### src/rtl/spi_master_ctrl.sv
// SPI mode-0 master: shifts DATA_WIDTH bits MSB-first using an external SPI clock generator; rx_valid one cycle after DONE.
// Backpressure: tx_ready is high only in IDLE, so requests arriving mid-transfer are ignored.
module spi_master_ctrl #(
  parameter int DATA_WIDTH = 8
) (
  input  logic                  sys_clk,
  input  logic                  rst_n,
  input  logic                  tx_valid,
  input  logic [DATA_WIDTH-1:0] tx_data,
  output logic                  tx_ready,
  output logic                  rx_valid,
  output logic [DATA_WIDTH-1:0] rx_data,
  output logic                  busy,
  output logic                  clkgen_en,
  input  logic                  spi_clk_in,
  output logic                  spi_cs_n,
  output logic                  spi_mosi,
  input  logic                  spi_miso
);
  localparam int CW = $clog2(DATA_WIDTH + 1);
  localparam logic [CW-1:0] LAST_BIT = CW'(DATA_WIDTH);

  typedef enum logic [1:0] {IDLE, SETUP, XFER, DONE} state_t;

  state_t                state, state_nxt;
  logic [DATA_WIDTH-1:0] tx_shift, tx_shift_nxt;
  logic [DATA_WIDTH-1:0] rx_shift, rx_shift_nxt;
  logic [DATA_WIDTH-1:0] rx_data_nxt;
  logic [CW-1:0]         bit_cnt, bit_cnt_nxt;
  logic                  spi_clk_d, clk_rise, clk_fall;
  logic                  tx_ready_nxt, rx_valid_nxt, busy_nxt;
  logic                  clkgen_en_nxt, spi_cs_n_nxt, spi_mosi_nxt;

  assign clk_rise = spi_clk_in & ~spi_clk_d;
  assign clk_fall = ~spi_clk_in & spi_clk_d;

  always_ff @(posedge sys_clk or negedge rst_n) begin
    if (!rst_n) begin
      state     <= IDLE;
      tx_shift  <= '0;
      rx_shift  <= '0;
      rx_data   <= '0;
      bit_cnt   <= '0;
      spi_clk_d <= 1'b0;
      tx_ready  <= 1'b1;
      rx_valid  <= 1'b0;
      busy      <= 1'b0;
      clkgen_en <= 1'b0;
      spi_cs_n  <= 1'b1;
      spi_mosi  <= 1'b0;
    end else begin
      state     <= state_nxt;
      tx_shift  <= tx_shift_nxt;
      rx_shift  <= rx_shift_nxt;
      rx_data   <= rx_data_nxt;
      bit_cnt   <= bit_cnt_nxt;
      spi_clk_d <= spi_clk_in;
      tx_ready  <= tx_ready_nxt;
      rx_valid  <= rx_valid_nxt;
      busy      <= busy_nxt;
      clkgen_en <= clkgen_en_nxt;
      spi_cs_n  <= spi_cs_n_nxt;
      spi_mosi  <= spi_mosi_nxt;
    end
  end

  always_comb begin
    state_nxt     = state;
    tx_shift_nxt  = tx_shift;
    rx_shift_nxt  = rx_shift;
    rx_data_nxt   = rx_data;
    bit_cnt_nxt   = bit_cnt;
    tx_ready_nxt  = tx_ready;
    rx_valid_nxt  = 1'b0;
    busy_nxt      = busy;
    clkgen_en_nxt = clkgen_en;
    spi_cs_n_nxt  = spi_cs_n;
    spi_mosi_nxt  = spi_mosi;

    case (state)
      IDLE: begin
        if (tx_valid) begin
          tx_shift_nxt = tx_data;
          spi_mosi_nxt = tx_data[DATA_WIDTH-1];
          spi_cs_n_nxt = 1'b0;
          bit_cnt_nxt  = '0;
          tx_ready_nxt = 1'b0;
          busy_nxt     = 1'b1;
          state_nxt    = SETUP;
        end
      end
      SETUP: begin
        clkgen_en_nxt = 1'b1;
        state_nxt     = XFER;
      end
      XFER: begin
        if (clk_rise) begin
          rx_shift_nxt = {rx_shift[DATA_WIDTH-2:0], spi_miso};
          bit_cnt_nxt  = bit_cnt + CW'(1);
        end else if (clk_fall) begin
          // The falling edge after the last sample ends the transfer; mosi holds its last bit.
          if (bit_cnt == LAST_BIT) begin
            clkgen_en_nxt = 1'b0;
            state_nxt     = DONE;
          end else begin
            tx_shift_nxt = {tx_shift[DATA_WIDTH-2:0], 1'b0};
            spi_mosi_nxt = tx_shift[DATA_WIDTH-2];
          end
        end
      end
      DONE: begin
        rx_data_nxt  = rx_shift;
        rx_valid_nxt = 1'b1;
        spi_cs_n_nxt = 1'b1;
        tx_ready_nxt = 1'b1;
        busy_nxt     = 1'b0;
        state_nxt    = IDLE;
      end
      default: state_nxt = IDLE;
    endcase
  end
endmodule

### config.mk
export PLATFORM = sky130hd
export DESIGN_NAME = spi_master_ctrl
export DESIGN_NICKNAME = d
export VERILOG_FILES = /design/src/rtl/spi_master_ctrl.sv
export SDC_FILE = /design/constraint.sdc
export NUM_CORES = 1
export LEC_CHECK = 0
export CELL_PAD_IN_SITES_DETAIL_PLACEMENT = 0
export CELL_PAD_IN_SITES_GLOBAL_PLACEMENT = 1
export CORE_MARGIN = 5
export CORE_UTILIZATION = 35
export DETAILED_ROUTE_END_ITERATION = 7
export GPL_TIMING_DRIVEN = 0
export HOLD_SLACK_MARGIN = 0.06
export PLACE_DENSITY = 0.66
export RECOVER_POWER = 100
export SYNTH_ARGS = -nofsm -noshare
export SYNTH_HDL_FRONTEND = slang
export SYNTH_SLANG_ARGS = --single-unit
### constraint.sdc
create_clock -name sys_clk -period 4.1 [get_ports sys_clk]
set_clock_uncertainty 0.05 [all_clocks]
set_input_delay 0.41 -clock sys_clk [delete_from_list [all_inputs] [get_ports sys_clk]]
set_output_delay 0.41 -clock sys_clk [all_outputs]
set_load 0.01 [all_outputs]
==> Word-level counts from Yosys, hierarchy flattened <==
Index checks and enable logic that the tools add are counted.
{ "word_totals": {"reg_bits": 35, "in_bits": 13, "wordCells": 63, "out_inout_bits": 14} }
{ "classes": {"bitwise_logic": 4, "n_reduce_logical": 10, "n_eq_ne": 10, "n_addsub": 1, "mux": 27} }
{ "ops": {"columns": ["operator", "count"], "rows": [
  ["7-bit two-way mux", 4],
  ["7-bit one-hot mux with 2 select lines", 1],
  ["2-bit inequality test, second input constant", 6],
  ["1-bit two-way mux", 10],
  ["2-bit two-way mux", 4],
  ["4-bit two-way mux", 2],
  ["1-bit one-hot mux with 2 select lines", 4],
  ["2-bit one-hot mux with 4 select lines", 1],
  ["4-bit one-hot mux with 2 select lines", 1],
  ["4-bit AND reduction", 2],
  ["2-bit nonzero test", 3],
  ["5-bit AND reduction", 1],
  ["4-bit by 1-bit adder with 4-bit output, second input constant", 1],
  ["2-bit equality test, second input constant", 2],
  ["4-bit equality test, second input constant", 1],
  ["2-bit AND reduction", 2],
  ["3-bit AND reduction", 1],
  ["1-bit AND", 2],
  ["2-bit by 1-bit equality test with 1-bit output, second input constant", 1],
  ["2-bit logical NOT", 1],
  ["1-bit inverter", 2]
]} }

==> Longest topological paths before layout <==
{ "logic_depth": {"depth_word": 5, "ltp_mapped": 8, "depth_no_buf": 6} }

==> Least setup slack after synthesis <==
No wires, ideal clock.
{ "synth_timing": {"path_type": "flip-flop to flip-flop", "start": "reg state[0]", "end": "reg spi_mosi", "synth_period_minus_slack_ns": 1.701, "t_required_ns": 3.977, "t_arrival_ns": 1.578, "path_buffers": 2, "stages_incl_launch_ff": 9, "setup_slack_ns": 2.399, "setup_ns": 0.073, "cell_sequence": "dfrtp_1 -> inv_1 -> ha_1 -> buf_6 -> and4b_4 -> a211oi_4 -> buf_6 -> nor2_1 -> a21oi_2"} }
{ "synth_between": {"elab_chain_cells": 3, "elab_cells_between_ends": 9, "classes_between": "eq/ne (5); mux (1); reduce/logical (3)"} }
{ "synth_rtl": {"columns": ["item", "line", "rtl"], "rows": [
  ["from (decl)", "25", "state_t state, state_nxt;"],
  ["from (signal assigned)", "52", "state <= state_nxt;"],
  ["2-bit equality test or 2-bit logical NOT (tied branches)", "80", "case (state)"],
  ["2-bit inequality test (no line) or 2-bit nonzero test (tied branches)", null, null],
  ["5-bit AND reduction (no line)", null, null],
  ["to (signal assigned)", "63", "spi_mosi <= spi_mosi_nxt;"],
  ["to (decl)", "17", "output logic spi_mosi,"]
]} }
Several ways; a longest one is shown, not always the timed one.
A chain may end at the register's enable or synchronous reset.

==> Worst setup path after layout <==
{ "layout_timing": {"start": "reg state[0]", "end": "reg tx_shift[0]"} }
{ "layout_between": {"elab_chain_cells": 3, "elab_cells_between_ends": 9, "classes_between": "eq/ne (5); mux (1); reduce/logical (3)"} }
{ "layout_rtl": {"columns": ["item", "line", "rtl"], "rows": [
  ["2-bit equality test or 2-bit logical NOT (tied branches)", "80", null],
  ["2-bit inequality test (no line) or 2-bit nonzero test (tied branches)", null, null],
  ["5-bit AND reduction (no line)", null, null],
  ["to (signal assigned)", "53", "tx_shift <= tx_shift_nxt;"],
  ["to (decl)", "26", "logic [DATA_WIDTH-1:0] tx_shift, tx_shift_nxt;"]
]} }
Several ways; a longest one is shown, not always the timed one.

==> impl_results.html <==
<table>
<tr><th>Metric</th><th>Value</th></tr>
<tr><th colspan="2">Clock tree</th></tr>
<tr><td>Post-CTS Hold Buffers</td><td>0</td></tr>
<tr><td>Number of levels the H-tree was split into</td><td>2</td></tr>
<tr><td>Worst-skew pair later-pin latency</td><td>0.28 ns</td></tr>
<tr><td>Count of cells resized by post-cts repair</td><td>0</td></tr>
<tr><td>Clk Tree Root Cell</td><td>sky130_fd_sc_hd__clkbuf_8</td></tr>
<tr><td>Clk slew on worst S/H paths</td><td>0.07 ns</td></tr>
<tr><td>Total clock buffers created by CTS</td><td>5</td></tr>
<tr><td>Number of buffers on the longest clock path</td><td>2</td></tr>
<tr><td>Clock tree from TritonCTS</td><td>built</td></tr>
<tr><td>Post-CTS setup buffers</td><td>0</td></tr>
<tr><td>Sink Count</td><td>35</td></tr>
<tr><th colspan="2">Synthesis</th></tr>
<tr><td>Share of synthesized area occupied by flip-flops and latches</td><td>a little over half</td></tr>
<tr><td>Post-synthesis instance area</td><td>0.001609 sq mm</td></tr>
<tr><td>Area share of the leading cell type in the synthesized netlist</td><td>52.88%</td></tr>
<tr><td>Area leader, netlist</td><td>sky130_fd_sc_hd__dfrtp_1</td></tr>
<tr><td>Warnings, synthesis</td><td>0</td></tr>
<tr><td>Average size of a mapped cell</td><td>12.67 sq um</td></tr>
<tr><td>Synthesized netlist net count</td><td>about 150</td></tr>
<tr><td>Most common flop cell mapped by yosys</td><td>sky130_fd_sc_hd__dfrtp_1</td></tr>
<tr><td>Top post-synthesis cells by area</td><td>sky130_fd_sc_hd__dfrtp_1, sky130_fd_sc_hd__mux2_2, sky130_fd_sc_hd__ha_1</td></tr>
<tr><td>Number of enable-type register cells in the synthesized netlist</td><td>0</td></tr>
<tr><td>Most frequently used cell type in the post-synthesis netlist</td><td>sky130_fd_sc_hd__dfrtp_1</td></tr>
<tr><td>Total of flip-flops plus latches after synthesis</td><td>35</td></tr>
<tr><td>Number of instances in the synthesized netlist</td><td>127</td></tr>
<tr><td>Proportion of synthesized flip-flops having asynchronous set or reset</td><td>100.0%</td></tr>
<tr><td>Most frequent cells after synthesis</td><td>sky130_fd_sc_hd__dfrtp_1, sky130_fd_sc_hd__mux2_2, sky130_fd_sc_hd__nor2_1</td></tr>
<tr><td>Count of different cell masters after synthesis</td><td>30</td></tr>
<tr><th colspan="2">Global routing</th></tr>
<tr><td>Via count of the first global-routing pass</td><td>~1100</td></tr>
<tr><td>GRT Resource Usage Total</td><td>10.91%</td></tr>
<tr><td>Global-route wire length before repair</td><td>between 5 and 6 mm</td></tr>
<tr><td>Pin count of the biggest net entering global routing</td><td>36</td></tr>
<tr><td>Total global routing overflow</td><td>0</td></tr>
<tr><td>Number of antenna violations at the first check in global routing</td><td>0</td></tr>
<tr><th colspan="2">Critical path</th></tr>
<tr><td>Timing endpoint of the critical path</td><td>tx_shift[0]</td></tr>
<tr><td>Type of origin of the critical path</td><td>register</td></tr>
<tr><td>Maximum single-stage delay on the critical path</td><td>0.59 ns</td></tr>
<tr><td>Critical Path RT</td><td>4.19 ns</td></tr>
<tr><td>Maximum fanout along the worst path</td><td>10</td></tr>
<tr><td>List of cells traversed by the critical path</td><td>inv_1 -&gt; ha_1 -&gt; clkbuf_1 -&gt; mux2i_1 -&gt; a211oi_1 -&gt; clkbuf_1 -&gt; o21ai_0</td></tr>
<tr><td>Crit Path Class</td><td>register to register</td></tr>
<tr><td>Worst setup slack for register-to-register paths</td><td>1.53 ns</td></tr>
<tr><td>Beginning of the critical path</td><td>state[0]</td></tr>
<tr><td>Worst r2r src</td><td>state[0]</td></tr>
<tr><td>Worst reg2reg path depth</td><td>7</td></tr>
<tr><td>Most common cell on crit path</td><td>sky130_fd_sc_hd__clkbuf_1</td></tr>
<tr><td>Reg-to-reg endpoint</td><td>tx_shift[0]</td></tr>
<tr><td>Category of the worst setup path capture point</td><td>register</td></tr>
<tr><td>Data arrival time of the worst path</td><td>~2.7 ns</td></tr>
<tr><td>Slowest cell on the critical path</td><td>sky130_fd_sc_hd__a211oi_1</td></tr>
<tr><th colspan="2">Placement</th></tr>
<tr><td>Global placement routability congestion</td><td>0.7199</td></tr>
<tr><td>Worst slack, placed</td><td>1.962 ns</td></tr>
<tr><td>DP Area</td><td>~0.0019 sq mm</td></tr>
<tr><td>Number of I/O port buffers</td><td>26</td></tr>
<tr><td>Dpl hpwl</td><td>2.120 mm</td></tr>
<tr><th colspan="2">Power</th></tr>
<tr><td>Leakage Power</td><td>approximately 0.90 nW</td></tr>
<tr><td>Switching power as a share of total power</td><td>between 30% and 40%</td></tr>
<tr><td>Proportion of power drawn by the clock network</td><td>17.9%</td></tr>
<tr><td>Overall power of the completed layout</td><td>between 1 and 1.5 mW</td></tr>
<tr><td>Cell internal pwr</td><td>0.8850 mW</td></tr>
<tr><td>Sw power</td><td>approximately 0.48 mW</td></tr>
<tr><td>Share of total power in combinational logic</td><td>between 40% and 50%</td></tr>
<tr><td>Sequential Power Share</td><td>between 40 and 50%</td></tr>
<tr><td>Maximum vdd drop</td><td>0.2056 mV</td></tr>
<tr><td>Total power density per cell area</td><td>689.1 mW/mm^2</td></tr>
<tr><th colspan="2">Outcome</th></tr>
<tr><td>Violations in the final reports</td><td>max-capacitance violations, max-slew violations</td></tr>
<tr><td>Result of the run</td><td>finished with violations</td></tr>
<tr><th colspan="2">Timing</th></tr>
<tr><td>Relative slew margins</td><td>-27.37%</td></tr>
<tr><td>Slew Limit Fails</td><td>36</td></tr>
<tr><td>Highest clock frequency the design can meet</td><td>388.4 MHz</td></tr>
<tr><td>Final period util</td><td>a little over three fifths</td></tr>
<tr><td>Setup WS post-layout</td><td>1.525 ns</td></tr>
<tr><td>Transition time at the pin with the least slew margin</td><td>1.910 ns</td></tr>
<tr><td>Count of endpoints failing setup in the final report</td><td>0</td></tr>
<tr><td>Setup repair after global routing missed its margin</td><td>false</td></tr>
<tr><td>Shortest period the worst path allows</td><td>2.575 ns</td></tr>
<tr><td>Final number of hold-violating endpoints</td><td>0</td></tr>
<tr><td>Final setup TNS</td><td>0 ns</td></tr>
<tr><th colspan="2">Cells and area</th></tr>
<tr><td>Post-layout instance area</td><td>0.001974 sq mm</td></tr>
<tr><td>Number of nets in the layout</td><td>180</td></tr>
<tr><td>Antenna fix cells</td><td>0</td></tr>
<tr><td>Share of cells above drive strength 1</td><td>19.25%</td></tr>
<tr><td>Area growth, synth to finish</td><td>22.71%</td></tr>
<tr><th colspan="2">Route</th></tr>
<tr><td>Router iterations before antenna repair</td><td>4</td></tr>
<tr><td>Drt drc</td><td>0</td></tr>
<tr><td>Per-cell routed wire length</td><td>13.72 um</td></tr>
<tr><td>First DRT Iteration DRCs</td><td>25</td></tr>
<tr><td>Via total after detailed routing</td><td>roughly 1100</td></tr>
<tr><td>Post-DR vias/cell</td><td>4.967</td></tr>
<tr><td>Remaining antenna violation count</td><td>0</td></tr>
<tr><td>Final wirelength</td><td>2.923 mm</td></tr>
<tr><th colspan="2">Floorplan</th></tr>
<tr><td>Die area</td><td>roughly 0.0061 sq mm</td></tr>
<tr><td>Starting density of the core</td><td>around 36%</td></tr>
<tr><td>Core Footprint</td><td>~0.0044 sq mm</td></tr>
<tr><td>Overall die height</td><td>77.81 um</td></tr>
<tr><td>Top-Level Pins</td><td>27</td></tr>
<tr><td>Die Span X</td><td>77.81 um</td></tr>
<tr><td>Cell row count</td><td>24</td></tr>
<tr><th colspan="2">Worst hold path</th></tr>
<tr><td>Tightest Hold Check Type</td><td>register to register</td></tr>
<tr><td>Worst hold start</td><td>rx_data[3]</td></tr>
<tr><th colspan="2">Run</th></tr>
<tr><td>Max cap viols</td><td>1</td></tr>
</table>
power by group through the flow:
stage	Clock, mW	Sequential [mW]	Combinational, mW
floorplan	0	0.576	0.400
global placement	0	0.566	0.604
detailed placement	0	0.573	0.625
CTS	0.255	0.567	0.627
global route	0.270	0.581	0.626
finish	0.243	0.563	0.555
critical path, delay by kind of cell (launching register included):
family / cells / cell delay (ns)
adder cells (fa/ha/maj): 1 / 0.16
flip-flops: 1 / 0.41
buffers and inverters: 3 / 0.86
multiplexers: 1 / 0.21
AO/OA/AOI/OAI: 2 / 0.75
how the worst min path moves through the flow:
| stage | slack [ns] | endpoint | cells past startpoint |
|---|---|---|---|
| finish | 0.45 | rx_data[3] | 1 |
| global route | 0.47 | rx_data[3] | 1 |
| CTS | 0.19 | busy | 1 |
| detailed placement | 0.45 | rx_data[3] | 1 |
| global placement | 0.44 | rx_data[0] | 1 |
| floorplan | 0.06 | bit_cnt[0] | 0 |
routing by layer:
metal,up-vias,global-route usage (%),wire [um]
li1,497,-,-
met5,-,0,0
met3,7,3.704,131
met2,19,18.20,1539
met4,0,4.124,46
met1,535,12.92,1205
cell families after synthesis:
logic type	share of synthesized area (%)
xor gates and xnor gates	1.089
AOI/OAI and AO/OA	9.021
DFF	54.51
buffers and inverters	4.043
and+or+nand+nor	8.320
muxes	17.57
adders and majority gates	5.443
cell usage in the layout, fill, tap and decap left out, drive strengths merged:
master / n
clkinv: 1
nand3: 1
or3: 1
nand3b: 1
xnor2: 2
clkdlybuf4s50: 10
dfstp: 1
clkinvlp: 1
dfrtp: 34
nand2: 3
dlygate4sd3: 15
mux2: 18
and4b: 1
and3b: 1
nand2b: 2
o21ai: 4
mux2i: 8
o32a: 1
inv: 7
o21bai: 1
a211oi: 3
a21o: 1
a22o: 1
ha: 7
nor2b: 2
nor2: 13
a21oi: 9
buf: 2
clkbuf: 10
sequential cells by signal, indices dropped and copies added (netlist names):
name and flops:
state 2, spi_clk_d 1, tx_shift 7, spi_cs_n 1, rx_shift 8, bit_cnt 4, busy 1, rx_valid 1
spi_mosi 1, clkgen_en 1, rx_data 8
cell type report:
class,count,area [sq um]
repair buffers,26,254.0
inverters,7,26.28
fillers,409,2440
plain buffers,5,23.77
well taps,52,65.06
clock inverters,2,12.51
clock buffers,6,72.57
flip-flops and latches,35,877.1
multi-input cells,80,643.1
per-stage QoR:
stage	instances	util [%]	hold WS (ns)
global route	213	44.73	0.4682
global placement	205	43.82	0.4421
CTS	213	45.63	0.1859
finish	213	44.73	0.4541
detailed placement	205	43.71	0.4453
floorplan	127	-	0.06441
Note: power is estimated with default switching activity, not from simulation.
